**src/rtl/sdram_pkg.sv**
```systemverilog
// Shared definitions for the SDRAM arbiter: FSM encoding, owner codes, default widths.
package sdram_pkg;

  typedef enum logic [1:0] {
    ST_IDLE  = 2'd0,
    ST_REQ   = 2'd1,
    ST_BURST = 2'd2
  } arb_state_t;

  localparam logic OWNER_VIDEO = 1'b0;
  localparam logic OWNER_MMU   = 1'b1;

  localparam int unsigned DEF_ADDR_W     = 32;
  localparam int unsigned DEF_DATA_W     = 16;
  localparam int unsigned DEF_STARVE_MAX = 4;

endpackage

```
**src/rtl/arb_starve_cnt.sv**
```systemverilog
// Saturating count of video grants that were made while the MMU was waiting.
// Instantiated by sdram_arbiter only when SDRAM_ARB_FAIRNESS_EN is defined.
module arb_starve_cnt #(
  parameter int unsigned STARVE_MAX = 4
) (
  input  logic cache_clk,
  input  logic reset,
  input  logic inc,
  input  logic clr,
  output logic starved_c
);

  localparam int unsigned CNT_W = (STARVE_MAX < 1) ? 1 : $clog2(STARVE_MAX + 1);

  logic [CNT_W-1:0] count;

  assign starved_c = (count >= CNT_W'(STARVE_MAX));

  // Count video wins over a waiting MMU; an MMU grant wipes the history.
  always_ff @(posedge cache_clk) begin
    if (!reset) begin
      count <= '0;
    end else if (clr) begin
      count <= '0;
    end else if (inc && !starved_c) begin
      count <= count + CNT_W'(1);
    end
  end

endmodule

```
**src/rtl/sdram_arbiter.sv**
```systemverilog
// Two-master (video read / MMU read-write) arbiter in front of an SDRAM controller.
// Video has priority; define SDRAM_ARB_FAIRNESS_EN to let the MMU through after
// STARVE_MAX consecutive video grants that kept it waiting.
module sdram_arbiter
  import sdram_pkg::*;
#(
  parameter int unsigned ADDR_W     = DEF_ADDR_W,
  parameter int unsigned DATA_W     = DEF_DATA_W,
  parameter int unsigned STARVE_MAX = DEF_STARVE_MAX
) (
  input  logic              cache_clk,
  input  logic              reset,
  input  logic [ADDR_W-1:0] v_address,
  input  logic              v_rw_req,
  input  logic              v_burst_len,
  output logic              v_bursting,
  input  logic [ADDR_W-1:0] m_address,
  input  logic              m_rw_req,
  input  logic              m_rw,
  input  logic [DATA_W-1:0] m_write_data,
  input  logic              m_burst_len,
  output logic              m_bursting,
  output logic [ADDR_W-1:0] sd_address,
  output logic              sd_rw_req,
  output logic              sd_rw,
  output logic [DATA_W-1:0] sd_write_data,
  output logic              sd_burst_len,
  input  logic              sd_bursting,
  output logic              owner
);

  arb_state_t state;
  logic       owner_req_c;
  logic       starved_c;
  logic       grant_video_c;
  logic       grant_mmu_c;

  assign owner_req_c   = (owner == OWNER_MMU) ? m_rw_req : v_rw_req;
  assign grant_video_c = v_rw_req && !(starved_c && m_rw_req);
  assign grant_mmu_c   = m_rw_req && !grant_video_c;

`ifdef SDRAM_ARB_FAIRNESS_EN
  logic starve_inc_c;
  logic starve_clr_c;

  assign starve_inc_c = (state == ST_IDLE) && grant_video_c && m_rw_req;
  assign starve_clr_c = (state == ST_IDLE) && grant_mmu_c;

  arb_starve_cnt #(
    .STARVE_MAX (STARVE_MAX)
  ) u_starve (
    .cache_clk (cache_clk),
    .reset     (reset),
    .inc       (starve_inc_c),
    .clr       (starve_clr_c),
    .starved_c (starved_c)
  );
`else
  logic unused_starve_max;

  assign starved_c         = 1'b0;
  assign unused_starve_max = ^32'(STARVE_MAX);
`endif

  // Controller-side mux follows the owner register only, never the live requests.
  assign sd_address    = (owner == OWNER_MMU) ? m_address : v_address;
  assign sd_rw         = (owner == OWNER_MMU) & m_rw;
  assign sd_burst_len  = (owner == OWNER_MMU) ? m_burst_len : v_burst_len;
  assign sd_write_data = m_write_data;

  // Data-phase indicator steered to whichever master owns the bus.
  assign v_bursting = sd_bursting & (owner == OWNER_VIDEO);
  assign m_bursting = sd_bursting & (owner == OWNER_MMU);

  // Arbitration FSM: owner only moves in IDLE; a transaction ends on abort or burst end.
  always_ff @(posedge cache_clk) begin
    if (!reset) begin
      state     <= ST_IDLE;
      owner     <= OWNER_VIDEO;
      sd_rw_req <= 1'b0;
    end else begin
      case (state)
        ST_IDLE: begin
          if (grant_video_c) begin
            owner     <= OWNER_VIDEO;
            sd_rw_req <= 1'b1;
            state     <= ST_REQ;
          end else if (grant_mmu_c) begin
            owner     <= OWNER_MMU;
            sd_rw_req <= 1'b1;
            state     <= ST_REQ;
          end else begin
            sd_rw_req <= 1'b0;
          end
        end
        ST_REQ: begin
          sd_rw_req <= owner_req_c;
          if (sd_bursting) begin
            state <= ST_BURST;
          end else if (!owner_req_c) begin
            state <= ST_IDLE;
          end
        end
        ST_BURST: begin
          if (!sd_bursting) begin
            sd_rw_req <= 1'b0;
            state     <= ST_IDLE;
          end else begin
            sd_rw_req <= owner_req_c;
          end
        end
        default: begin
          sd_rw_req <= 1'b0;
          state     <= ST_IDLE;
        end
      endcase
    end
  end

endmodule

```
**config.mk**
```make
export PLATFORM = sky130hd
export DESIGN_NAME = sdram_arbiter
export DESIGN_NICKNAME = d
export VERILOG_FILES = /design/src/rtl/sdram_pkg.sv /design/src/rtl/arb_starve_cnt.sv /design/src/rtl/sdram_arbiter.sv
export SDC_FILE = /design/constraint.sdc
export NUM_CORES = 1
export LEC_CHECK = 0
export ABC_CLOCK_PERIOD_IN_PS = 2060
export BUFFER_PORTS_ARGS = -buffer_cell sky130_fd_sc_hd__buf_2
export CORE_MARGIN = 4
export CORE_UTILIZATION = 25
export DETAILED_ROUTE_END_ITERATION = 8
export PLACE_DENSITY = 0.73
export SETUP_SLACK_MARGIN = 0.5
export SYNTH_ARGS = -nofsm -noshare
export SYNTH_HDL_FRONTEND = slang
export SYNTH_SLANG_ARGS = --single-unit
```
**constraint.sdc**
```tcl
create_clock -name cache_clk -period 2.06 [get_ports cache_clk]
set_input_delay 0.309 -clock cache_clk [delete_from_list [all_inputs] [get_ports cache_clk]]
set_output_delay 0.309 -clock cache_clk [all_outputs]
set_load 0.01 [all_outputs]
```
==> results.md <==
Power:
- The combinational share of power is 66.0%.
- Power spread over the standard cell area amounts to 408 mW/mm2.
- The clock network fraction of design power is between 10% and 20%.
- For this design the total switching power over the nets is 0.189 mW.
- The design draws 0.565 mW.
- The static leakage is 0.786 nW.
- The internal portion of total power is 0.376 mW.
- The worst-case IR drop observed on VDD is 0.311 mV.
- The sequential cell fraction of total power is 16.9%.
- The switching share of power is between 30% and 40%.

Hold path:
- The class of the tightest hold or removal check is in2reg.

Routing:
- The number of iterations in the first detailed-routing pass is 2.
- Using the TritonRoute via totals, the vias-per-cell ratio works out to 4.29.
- In the final routed layout, each cell accounts on average for 14.3 um.
- The detailed router placed 932 vias in this run.
- For this block, the initial DRC count from the detailed router was 14.
- In the routed design, unresolved DRC markers number 0.
- The number of antenna-violating nets in the routed design is 0.
- The total detailed-routing wirelength is 3.10 mm.

Yosys:
- In the synthesized netlist the dominant register cell turns out to be sky130_fd_sc_hd__dfxtp_1.
- By area, the combinational part of the netlist is dominated by multiplexers.
- The largest area contributor in the synthesized netlist is sky130_fd_sc_hd__mux2_4.
- The compound-gate portion of the synthesized area is just over 6%.
- After synthesis, the largest area contributor takes up 44.9% of total cell area.
- The netlist uses 18 different library cells.
- By area the synthesized netlist is led by sky130_fd_sc_hd__mux2_4 45%, sky130_fd_sc_hd__buf_4 14%, sky130_fd_sc_hd__mux2_2 12%, sky130_fd_sc_hd__dfxtp_1 9.2%, sky130_fd_sc_hd__buf_12 6.9%.
- Synthesis inferred 4 register bits.
- The number of nets handed over by synthesis was 162.
- By count the netlist is led by 26 x sky130_fd_sc_hd__mux2_4, 16 x sky130_fd_sc_hd__buf_4, 9 x sky130_fd_sc_hd__mux2_2.
- Summing the areas of all xor and xnor instances in the mapped netlist gives 1.01% of the synthesized area.
- For this run, asynchronously set or reset flops after synthesis account for 0%.
- After synthesis, the share of cell area in mux cells is 56.5%.
- The post-synthesis share of cell area spent on and, or, nand and nor gates is 4.17%.
- The sequential cell area fraction in the yosys report is 9.21%.
- The count of synthesis-stage warnings from yosys is 0.
- The dominant cell by count in the synthesized netlist is sky130_fd_sc_hd__mux2_4.
- Counting every instance in the synthesized netlist gives 74.
- After synthesis the cells add up to 870 um2.
- Each instance of the synthesized netlist takes up on average approximately 12 um2.
- In this run, synthesis inferred 0 flip-flops with an integrated enable.
- The fraction of the mapped netlist area in adder cells is 0%.

Placed design:
- OpenSTA, run right after detailed placement, puts the worst setup slack at 0.523 ns.
- The post-detailed-placement half-perimeter wirelength is 2.67 mm.
- The congestion estimate from routability-driven global placement came to 0.663.
- In this run the cell area measured after placement is ~0.0013 mm2.
- The count of buffers added on input and output ports is 109.

Worst setup path:
- The critical path is of the reg2out type.
- For flop-to-flop paths, the worst setup slack is between 0.7 and 0.8 ns.
- STA classifies the critical path endpoint as an output port.
- The beginning of the critical path is owner$_SDFFE_PN0P_.
- The critical path launch point type is a flip-flop.
- STA puts the critical path data required time at 1.75 ns.
- The reg-to-reg critical path endpoint is state[0]$_SDFFE_PN0P_.
- The maximum net fanout on the critical path is 10.
- In this run the critical register-to-register path is launched from owner$_SDFFE_PN0P_.
- The critical path arrival is 1.27 ns.
- The destination of the critical timing path is sd_address[31].
- For the worst flop-to-flop path, the logic depth is 5.

Timing:
- The clock period could shrink to ~1.6 ns.
- The final critical-path share of the clock period is 76.5%.
- For the final routed database, the setup TNS stands at 0 ns.
- The highest attainable clock frequency is 0.635 GHz.
- Setup violations remaining at the end of the flow were counted as 0.
- The number of failing hold endpoints at the final stage was 0.
- The remaining max-slew budget at the tightest pin is slightly above 80%.
- Once routing completed, OpenROAD measured the worst setup slack at a little under 0.5 ns.
- At the pin with the least slew margin, the transition time is 0.279 ns.
- The final number of max-transition violations is 0.
- Setup repair after global routing could not meet its margin everywhere.
- The clock arrives with 0.000892 ns of skew.

Global routing:
- The busiest layer in global routing is met2.
- Entering global routing, the biggest net connects 16 pins.
- The first-pass GRT wire length is 4.15 mm.
- The met3 usage is 3.71%.
- The routing usage on met1 is 13.0%.
- The total track usage is 12.4%.
- The number of global-route vias before repair is 875.
- The global route total overflow is 0.
- The initial antenna violation count is 0.
- The met2 track demand over resource is 22.9%.

Clocking:
- After clock tree synthesis, the flow added hold-fix buffers numbering 0.
- After clock tree synthesis, the clock-pin slew on the worst setup and hold paths is 0.04 ns.
- The CTS tree is yes.
- Clock tree synthesis selected as its root buffer the cell sky130_fd_sc_hd__clkbuf_4.
- Counting every sink on the clock net gives 4.
- In this run the number of H-tree levels came out at 1.
- In this run the deepest clock path goes through 2 buffers.
- At the later pin of the worst-skew pair, clock insertion delay measures 0.23 ns.
- Buffers inserted during clock tree synthesis total 3.

Job:
- Across the run, the number of max-cap violations was 0.

Outcome:
- The run finished with clean final reports.

Floorplanning:
- The effective utilization at floorplan is 26.1%.
- From bottom edge to top edge, the die measures 67.0 um.
- The row count is 21.
- The floorplan die width is 67.0 um.
- For this design the top-level I/O count stands at 142.
- The region available for standard cell placement spans around 0.0033 mm2.
- The die covers around 0.0045 mm2.

Layout:
- From synthesis to final layout, the design area changed by 59.3%.
- The number of antenna diodes in the final layout is 0.
- Fill cells in the final layout number 339.
- The final instance area is 0.00139 mm2.
- The number of nets in the layout is 261.
- The fraction of layout cells with a size suffix above 1 is 91.8%.
[per-layer routing]
metal  wire [um]  part of all wire [%]  up-vias
li1            -                     -      440
met1        1080                    35      415
met2        1590                    51       73
met3         400                    13        4
met4          25                  0.81        0
met5           0                     0        -
[power groups by stage]
stage	clock network, mW	logic (mW)	registers (mW)
after floorplan	0	0.255	0.0950
final	0.0969	0.373	0.0954
after global placement	0	0.350	0.0989
after detailed placement	0	0.350	0.100
after CTS	0.102	0.374	0.0956
after global routing	0.103	0.403	0.0967
[worst min path at each step]
| stage | from | to | depth (start not counted) |
|---|---|---|---|
| 2_1_floorplan | v_rw_req | owner$_SDFFE_PN0P_ | 1 |
| 3_3_place_gp | state[0]$_SDFFE_PN0P_ | state[0]$_SDFFE_PN0P_ | 2 |
| 3_5_place_dp | v_rw_req | owner$_SDFFE_PN0P_ | 2 |
| 4_1_cts | v_rw_req | owner$_SDFFE_PN0P_ | 2 |
| 5_1_grt | v_rw_req | owner$_SDFFE_PN0P_ | 2 |
| 6_report | v_rw_req | owner$_SDFFE_PN0P_ | 2 |
[worst max-delay path, cell delays in order, from the launching register on]
cell                      delay, ns
sky130_fd_sc_hd__dfxtp_4       0.39
sky130_fd_sc_hd__buf_8         0.15
sky130_fd_sc_hd__mux2_2        0.35
sky130_fd_sc_hd__buf_2         0.14
[flip-flops by register name, indices dropped and copies added (netlist names)]
register / count
owner: 1
state: 2
sd_rw_req: 1
[layout make-up]
| cell class | count | area, um2 | area share [%] |
|---|---|---|---|
| clock buffer | 3 | 22.5 | 1.63 |
| multi-input combinational | 48 | 591 | 42.6 |
| tap | 46 | 57.6 | 4.16 |
| inverter | 2 | 7.51 | 0.542 |
| sequential | 4 | 83.8 | 6.05 |
| timing repair buffer | 114 | 623 | 45.0 |
[cells in the final DEF (no fill, tap or decap), drive strengths merged]
cell    instances
nor2b           1
xor2            1
mux2           35
o41ai           1
nand2           2
nor2            1
buf           114
inv             2
a211oi          1
and3            1
o21ai           1
a21oi           1
o211ai          1
and2            2
clkbuf          3
dfxtp           4
[kinds of logic after synthesis]
group,count (synthesis)
AND/OR/NAND/NOR,7
buffers and inverters,22
XOR/XNOR,1
AO/OA/AOI/OAI,5
flip-flops,4
multiplexers,35
[what timing repair did]
item                                    4_1_cts  5_1_grt
setup buffers                                 1        2
endpoints found under the setup margin       33       33
gates cloned                                  1        0
gates resized for setup                       4        0
[through the flow]
stage	hold WS, ns	util, %	cells
floorplan	0.394	-	74
global placement	0.519	39.0	210
detailed placement	0.517	39.0	210
CTS	0.266	41.1	215
global route	0.280	41.5	217
finish	0.274	41.5	217
Power figures use the tool's default switching activity.
